--- src/rtl/therm2bin_bubble.sv ---
// Thermometer-to-binary encoder with 3-tap majority bubble correction, bubble
// detection, a configurable output delay line and a saturating bubble counter.
module therm2bin_bubble #(
  parameter int OUT_LENGTH  = 9,
  parameter int IN_LENGTH   = 128,
  parameter int PIPE_STAGES = 4,
  parameter int CNT_WIDTH   = 16
) (
  input  logic                  clock,
  input  logic                  reset,
  input  logic                  valid,
  input  logic [IN_LENGTH-1:0]  thermo,
  input  logic                  count_clr,
  output logic [OUT_LENGTH-1:0] bin,
  output logic                  valid_bin,
  output logic                  bubble_err,
  output logic                  overflow,
  output logic [CNT_WIDTH-1:0]  bubble_cnt
);

  typedef struct packed {
    logic                  valid;
    logic                  bubble;
    logic                  ovf;
    logic [OUT_LENGTH-1:0] bin;
  } result_t;

  logic [IN_LENGTH-1:0] raw_q;
  logic                 raw_vld_q;

  // NOTE: sequential state uses non-blocking assignments so every register
  // samples the pre-edge value of its source, independent of block ordering.
  always_ff @(posedge clock or posedge reset) begin
    if (reset) begin
      raw_q     <= '0;
      raw_vld_q <= 1'b0;
    end else begin
      raw_q     <= thermo;
      raw_vld_q <= valid;
    end
  end

  // Pad with t[-1]=1 below and t[IN_LENGTH]=0 above so the end taps vote too.
  logic [IN_LENGTH+1:0] ext;
  logic [IN_LENGTH-1:0] corr_d, corr_q;
  logic                 bub_d, bub_q, corr_vld_q;

  assign ext = {1'b0, raw_q, 1'b1};

  // NOTE: every always_comb output gets a default first, so no path through
  // the block leaves a signal unassigned and no latch is inferred.
  always_comb begin
    corr_d = '0;
    for (int i = 0; i < IN_LENGTH; i++) begin
      corr_d[i] = (ext[i] & ext[i+1]) | (ext[i] & ext[i+2]) | (ext[i+1] & ext[i+2]);
    end
    bub_d = |(~raw_q[IN_LENGTH-2:0] & raw_q[IN_LENGTH-1:1]);
    if (!raw_vld_q) begin
      corr_d = '0;
      bub_d  = 1'b0;
    end
  end

  always_ff @(posedge clock or posedge reset) begin
    if (reset) begin
      corr_q     <= '0;
      bub_q      <= 1'b0;
      corr_vld_q <= 1'b0;
    end else begin
      corr_q     <= corr_d;
      bub_q      <= bub_d;
      corr_vld_q <= raw_vld_q;
    end
  end

  result_t res_d;

  always_comb begin
    res_d = '0;
    for (int i = 0; i < IN_LENGTH; i++) begin
      if (corr_q[i]) res_d.bin = OUT_LENGTH'(i + 1);
    end
    res_d.ovf    = corr_q[IN_LENGTH-1];
    res_d.bubble = bub_q;
    res_d.valid  = corr_vld_q;
    if (!corr_vld_q) begin
      res_d.bin    = '0;
      res_d.ovf    = 1'b0;
      res_d.bubble = 1'b0;
    end
  end

  // Entry 0 is the stage-3 register; entries 1..PIPE_STAGES form the delay line.
  result_t pipe_q [0:PIPE_STAGES];

  // NOTE: this register array is reset on purpose: in-flight samples must be
  // discarded on reset, so it is built from flops rather than an inferred RAM.
  always_ff @(posedge clock or posedge reset) begin
    if (reset) begin
      for (int i = 0; i <= PIPE_STAGES; i++) pipe_q[i] <= '0;
    end else begin
      pipe_q[0] <= res_d;
      for (int i = 1; i <= PIPE_STAGES; i++) pipe_q[i] <= pipe_q[i-1];
    end
  end

  assign bin        = pipe_q[PIPE_STAGES].bin;
  assign valid_bin  = pipe_q[PIPE_STAGES].valid;
  assign bubble_err = pipe_q[PIPE_STAGES].bubble;
  assign overflow   = pipe_q[PIPE_STAGES].ovf;

  logic [CNT_WIDTH-1:0] cnt_d, cnt_q;

  // Clear wins over increment; the counter holds once it reaches all ones.
  always_comb begin
    cnt_d = cnt_q;
    if (count_clr) begin
      cnt_d = '0;
    end else if (valid_bin && bubble_err && (cnt_q != '1)) begin
      cnt_d = cnt_q + 1'b1;
    end
  end

  always_ff @(posedge clock or posedge reset) begin
    if (reset) cnt_q <= '0;
    else       cnt_q <= cnt_d;
  end

  assign bubble_cnt = cnt_q;

endmodule

--- config.mk ---
export PLATFORM = sky130hd
export DESIGN_NAME = therm2bin_bubble
export DESIGN_NICKNAME = d
export VERILOG_FILES = /design/src/rtl/therm2bin_bubble.sv
export SDC_FILE = /design/constraint.sdc
export NUM_CORES = 1
export LEC_CHECK = 0
export ABC_AREA = 0
export CAP_MARGIN = 20
export CORE_ASPECT_RATIO = 1.75
export CORE_MARGIN = 3
export CORE_UTILIZATION = 29
export DETAILED_ROUTE_END_ITERATION = 10
export GPL_TIMING_DRIVEN = 0
export PLACE_DENSITY = 0.52
export SYNTH_ARGS = -nofsm -noshare
export SYNTH_HDL_FRONTEND = slang
export SYNTH_SLANG_ARGS = --single-unit
--- constraint.sdc ---
create_clock -name clock -period 14.3 [get_ports clock]
set_input_delay 2.86 -clock clock [delete_from_list [all_inputs] [get_ports clock]]
set_output_delay 2.86 -clock clock [all_outputs]
set_load 0.005 [all_outputs]
==> results of run 1 <==
==> state kept, by name (all words and copies together), names as in the netlist <==
register    count
bin             8
bub_q           1
bubble_cnt     16
bubble_err      1
corr_q        128
corr_vld_q      1
pipe_q         40
raw_q         128
raw_vld_q       1
valid_bin       1
==> metrics by stage <==
step / hold WS, ps / setup TNS, ps / worst slack, ps
floorplan: 331 / 0 / 2440
global placement: 332 / -386580 / -1250
detailed placement: 335 / 0 / 9710
CTS: 343 / 0 / 9820
global route: 353 / 0 / 9780
finish: 341 / 0 / 9870
==> power by group through the flow <==
stage / Combinational (mW) / Clock, mW / Sequential (mW)
2_1_floorplan: 0.102 / 0 / 1.03
3_3_place_gp: 0.184 / 0 / 1.05
3_5_place_dp: 0.189 / 0 / 1.04
4_1_cts: 0.190 / 0.868 / 1.03
5_1_grt: 0.208 / 0.898 / 1.04
6_report: 0.186 / 0.838 / 1.03
==> area by class of cell <==
class | instances | share of cell area, %
Multi-Input combinational cell | 793 | 27.8
Clock inverter | 11 | 0.867
Timing Repair Buffer | 160 | 10.1
Buffer | 26 | 0.851
Inverter | 25 | 0.621
Tap cell | 566 | 4.34
Sequential cell | 325 | 49.9
Clock buffer | 44 | 5.48
==> metal layers <==
metal | vias up | GRT usage, % | routed length, um
li1 | 4607 | - | -
met1 | 4662 | 16.2 | 12800
met2 | 245 | 28.0 | 19200
met3 | 57 | 2.05 | 1630
met4 | 0 | 6.14 | 1370
met5 | - | 0 | 0
==> cell usage after synthesis (7+ instances only) <==
cell | number | area share, %
dfrtp_1 | 325 | 63
o21ai_0 | 190 | 7.4
nand2_1 | 151 | 4.4
a21boi_0 | 126 | 7.3
nor2_1 | 68 | 2.0
nor4_1 | 32 | 1.6
a21oi_1 | 26 | 1.0
inv_1 | 25 | 0.73
nand4_1 | 23 | 1.1
nor3_1 | 20 | 0.78
clkbuf_1 | 14 | 0.41
xor2_1 | 13 | 0.88
nand3_1 | 11 | 0.43
nor2b_1 | 10 | 0.48
buf_4 | 9 | 0.52
o21ai_1 | 9 | 0.35
o21a_1 | 8 | 0.47
a211oi_1 | 7 | 0.41
o31ai_1 | 7 | 0.41
or4_1 | 7 | 0.41
==> final timing paths <==
kind,cells after the start,start,end
max in group asynchronous,4,reset,raw_q[105]$_DFF_PP0_
min,0,pipe_q[22]$_DFF_PP0_,bubble_err$_DFF_PP0_
min reg2reg,0,pipe_q[22]$_DFF_PP0_,bubble_err$_DFF_PP0_
max reg2reg,6,corr_q[92]$_DFF_PP0_,pipe_q[50]$_DFF_PP0_
min in group asynchronous,3,reset,raw_q[63]$_DFF_PP0_
max,1,bubble_cnt[6]$_DFFE_PP0P_,bubble_cnt[6]
==> cell usage in the layout (no fill, tap or decap), types with 8 or more instances in the layout <==
| cell type | instances |
|---|---|
| nor2b_1 | 10 |
| xor2_1 | 13 |
| nand4_1 | 23 |
| nor2_1 | 68 |
| clkbuf_1 | 20 |
| nor3_1 | 20 |
| nand2_1 | 151 |
| nand3_1 | 11 |
| clkdlybuf4s50_1 | 157 |
| dfrtp_1 | 325 |
| a21oi_1 | 26 |
| clkbuf_16 | 31 |
| inv_1 | 24 |
| o21ai_0 | 190 |
| buf_4 | 9 |
| a21boi_0 | 126 |
| o21ai_1 | 9 |
| nor4_1 | 32 |
| o21a_1 | 8 |
==> cell families after synthesis <==
family,share of synthesized area (%)
AO/OA/AOI/OAI,21.0
AND/OR/NAND/NOR,13.0
flip-flops,63.0
buffers and inverters,1.80
XOR/XNOR,1.02
adder cells (fa/ha/maj),0.0969
other,0.0291
multiplexers,0.0775
==> impl_metrics.env, run 1 <==
export IMPL_switching_share_pct=24.5
export IMPL_vias=9571
export IMPL_multiInputGateArea_um2=4540
export IMPL_critPathLaunchType="flop"
export IMPL_overflow=0
export IMPL_die_h_um=285
export IMPL_hold_violations=0
export IMPL_drc=0
export IMPL_wl_um=35000
export IMPL_final_seq_area_um2=8130
export IMPL_worst_pin_slew_ps=984
export IMPL_io_pins=160
export IMPL_synth_seq_area_share_pct=63.0
export IMPL_path_clk_slew_ps=60
export IMPL_outcome="complete, no violations"
export IMPL_syn_nets=1302
export IMPL_cp_end_kind="output pin"
export IMPL_gp_congestion=0.886
export IMPL_critPathKind="flop to output pin"
export IMPL_slowest_stage="clkdlybuf4s50_1"
export IMPL_p_clk_share_pct=40.8
export IMPL_cts_buffer_depth=3
export IMPL_clock_latency_ps=570
export IMPL_die_x_um=165
export IMPL_firstDrtPassIters=5
export IMPL_synth_edf_count=0
export IMPL_cts_resized=0
export IMPL_cts_tree="built"
export IMPL_drive_gt1_share_pct=5.64
export IMPL_num_fill_cells=4407
export IMPL_rrSetupSlack_ps=11940
export IMPL_start_util_pct=29.5
export IMPL_crit_arrival_ps=1570
export IMPL_dr_first_iter_drc_count=561
export IMPL_p_int_mw=1.55
export IMPL_hold_class="flop to flop"
export IMPL_vdd_drop_max_v=0.0000837
export IMPL_worstPathBufferInverterCount=1
export IMPL_routedWlPerCell_um=17.9
export IMPL_dieArea_um2=47200
export IMPL_min_period_ps=4430
export IMPL_seqPwrFrac_pct=50.1
export IMPL_synthCells=1169
export IMPL_final_util_pct=37.3
export IMPL_avgViaCountPerCell=4.91
export IMPL_grt_pass1_vias=9848
export IMPL_final_area_um2=16300
export IMPL_power_density_nw_per_um2=126
export IMPL_drv_cap=0
export IMPL_hpwl_um=26800
export IMPL_syn_cell_area_um2=12900
export IMPL_combPwrFrac_pct=9.0
export IMPL_final_cells=1950
export IMPL_timing_slew_headroom_pct=34.4
export IMPL_area_growth_pct=26.4
export IMPL_ant_nets=0
export IMPL_critical_path_max_stage_delay_ps=550
export IMPL_cts_buffers=31
export IMPL_fin_skew_ps=15.7
export IMPL_timing_final_setup_violations=0
export IMPL_grt_pass1_wl_um=54000
export IMPL_placed_area_um2=15300
export IMPL_grt_max_degree=130
export IMPL_async_flop_share_pct=100
export IMPL_critPathTopFamily="buffers and inverters"
export IMPL_antenna_found_initial=0
export IMPL_track_usage_pct=14.8
export IMPL_ys_flop_type="dfrtp_1"
export IMPL_rsz0062_at_grt="false"
export IMPL_h_tree_depth=1
export IMPL_core_um2=43700
export IMPL_power_leakage_nw=6.70
export IMPL_portBuffers=157
export IMPL_cts_sinks=325
export IMPL_critPathMaxFanout=6
export IMPL_antenna_cells=0
export IMPL_max_freq_mhz=226
export IMPL_ys_ff_latch=325
export IMPL_post_cts_buffers=0
export IMPL_yosysWarningCount=0
export IMPL_row_count=101
export IMPL_layout_nets=1495
export IMPL_avgSynthCellArea_um2=11.0
export IMPL_clockRootBuffer="clkbuf_16"
export IMPL_switchingPower_mw=0.503
export IMPL_critPathRequiredTime_ps=11440
export IMPL_totalPowerFinal_mw=2.05
export IMPL_cts_hold_buffers=0
export IMPL_slew_violations=0
export IMPL_synth_cell_types=64
export IMPL_finalCritPeriodShare_pct=31.0
export IMPL_path_cells="clkdlybuf4s50_1"
export IMPL_numPlacedInstances=1895
Power figures use the tool's default switching activity.
==> run 2, diff against run 1 <==
PLACE_DENSITY = 0.54   (was 0.52)
clock period = 3.8 ns   (was 14.3 ns; I/O delays follow)
==> impl_metrics.env, run 2 (synthesized netlist as in run 1, its figures left out) <==
export IMPL_outcome="complete, no violations"
export IMPL_final_area_um2=16500
export IMPL_final_cells=1955
export IMPL_cts_sinks=325
export IMPL_fin_tns_setup_ps=0
export IMPL_critPathRequiredTime_ps=3040
export IMPL_firstDrtPassIters=5
export IMPL_holdPathStages=0
export IMPL_gp_congestion=0.890
export IMPL_vias=9560
export IMPL_hold_class="flop to flop"
export IMPL_core_um2=43700
export IMPL_hpwl_um=27500
export IMPL_max_freq_mhz=427
export IMPL_top_regs="corr_q (128), raw_q (128), pipe_q (40)"
export IMPL_critPathKind="flop to output pin"
export IMPL_cp_end_kind="output pin"
export IMPL_drive_gt1_share_pct=6.19
export IMPL_critPathTopFamily="buffers and inverters"
export IMPL_timing_slew_headroom_pct=36.6
export IMPL_power_density_nw_per_um2=483
export IMPL_row_count=101
export IMPL_wl_met3_um=1480
export IMPL_dr_first_iter_drc_count=596
export IMPL_regToRegEndpoint="pipe_q[50]$_DFF_PP0_"
export IMPL_die_h_um=285
export IMPL_top_layer="met4"
export IMPL_antenna_found_initial=0
export IMPL_min_period_ps=2340
export IMPL_cts_tree="built"
export IMPL_worstPathBufferInverterCount=1
export IMPL_reg2reg_depth=6
export IMPL_rrSetupSlack_ps=1490
export IMPL_slew_violations=0
export IMPL_overflow=0
export IMPL_route_met2_wl_um=19100
export IMPL_path_clk_slew_ps=60
export IMPL_slowest_stage="clkdlybuf4s50_1"
export IMPL_cts_hold_buffers=0
export IMPL_grt_pass1_vias=9827
export IMPL_placed_area_um2=15400
export IMPL_final_util_pct=37.7
export IMPL_avgViaCountPerCell=4.89
export IMPL_h_tree_depth=1
export IMPL_rr_startpoint="corr_q[91]$_DFF_PP0_"
export IMPL_drv_cap=0
export IMPL_post_cts_buffers=0
export IMPL_met1_length_um=12200
export IMPL_dieArea_um2=47200
export IMPL_grt_max_degree=47
export IMPL_critical_path_max_stage_delay_ps=550
export IMPL_wl_um=34800
export IMPL_totalPowerFinal_mw=7.96
export IMPL_track_usage_pct=14.8
export IMPL_cts_buffers=31
export IMPL_vdd_drop_max_v=0.000323
export IMPL_critPathLaunchType="flop"
export IMPL_worst_path_stages=1
export IMPL_timing_final_setup_violations=0
export IMPL_clock_latency_ps=570
export IMPL_portBuffers=157
export IMPL_io_pins=160
export IMPL_rsz0062_at_grt="false"
export IMPL_worst_pin_slew_ps=951
export IMPL_crit_arrival_ps=1580
export IMPL_final_cell_mix="dfrtp_1, o21ai_0, clkdlybuf4s50_1"
export IMPL_cts_buffer_depth=3
export IMPL_ant_nets=0
export IMPL_clockRootBuffer="clkbuf_16"
export IMPL_hold_violations=0
export IMPL_grt_pass1_wl_um=54200
export IMPL_critPathMaxFanout=6
export IMPL_routedWlPerCell_um=17.8
export IMPL_numPlacedInstances=1900
export IMPL_final_common_cell="dfrtp_1"
export IMPL_die_x_um=165
export IMPL_antenna_cells=0
export IMPL_min_to="bin[4]$_DFF_PP0_"
export IMPL_area_growth_pct=27.6
export IMPL_power_leakage_nw=6.78
export IMPL_fin_skew_ps=10.8
export IMPL_path_cells="clkdlybuf4s50_1"
export IMPL_start_util_pct=29.5
export IMPL_finalCritPeriodShare_pct=61.6
export IMPL_layout_nets=1500
export IMPL_hp_start="pipe_q[16]$_DFF_PP0_"
export IMPL_cts_resized=0
export IMPL_drc=0
[run 2: cell count changes in the layout (fill, tap and decap cells not counted), moves of 2 or more]
cell	change
clkbuf_8	-2
bufinv_16	+4
clkinv_4	+2
buf_12	+8
buf_16	-3
clkbuf_1	-3
[run 2: metal layers]
layer,vias to the layer above,global-route usage (%)
li1,4610,-
met1,4613,15.4
met2,257,28.3
met3,80,1.98
met4,0,7.62
met5,-,0
[run 2: worst max-delay path by stage]
stage | from | endpoint | slack (ps)
floorplan | reset | bin[0]$_DFF_PP0_ | -1300
global placement | reset | raw_q[0]$_DFF_PP0_ | -3480
detailed placement | reset | raw_q[10]$_DFF_PP0_ | 1200
CTS | raw_q[8]$_DFF_PP0_ | bub_q$_DFF_PP0_ | 1390
global route | corr_q[91]$_DFF_PP0_ | pipe_q[50]$_DFF_PP0_ | 1310
finish | bubble_cnt[0]$_DFFE_PP0P_ | bubble_cnt[0] | 1460
[run 2: per-stage QoR]
step                setup WS (ps)  hold slack, ps
floorplan                   -1300             331
global placement            -3480             335
detailed placement           1200             335
CTS                          1390             340
global route                 1310             343
finish                       1460             341
[run 2: final cells by class]
| cell class | instances | area, um^2 |
|---|---|---|
| Sequential cell | 325 | 8130 |
| Fill cell | 4363 | 27200 |
| Clock buffer | 39 | 856 |
| Inverter | 25 | 97.6 |
| Buffer | 26 | 139 |
| Clock inverter | 16 | 269 |
| Tap cell | 566 | 708 |
| Multi-Input combinational cell | 793 | 4540 |
| Timing Repair Buffer | 165 | 1730 |
[run 2: where the power goes]
group	internal [mW]	leakage (nW)	switching, mW
Sequential	3.66	4.01	0.208
Combinational	0.340	2.22	0.369
Clock	2.06	0.553	1.31
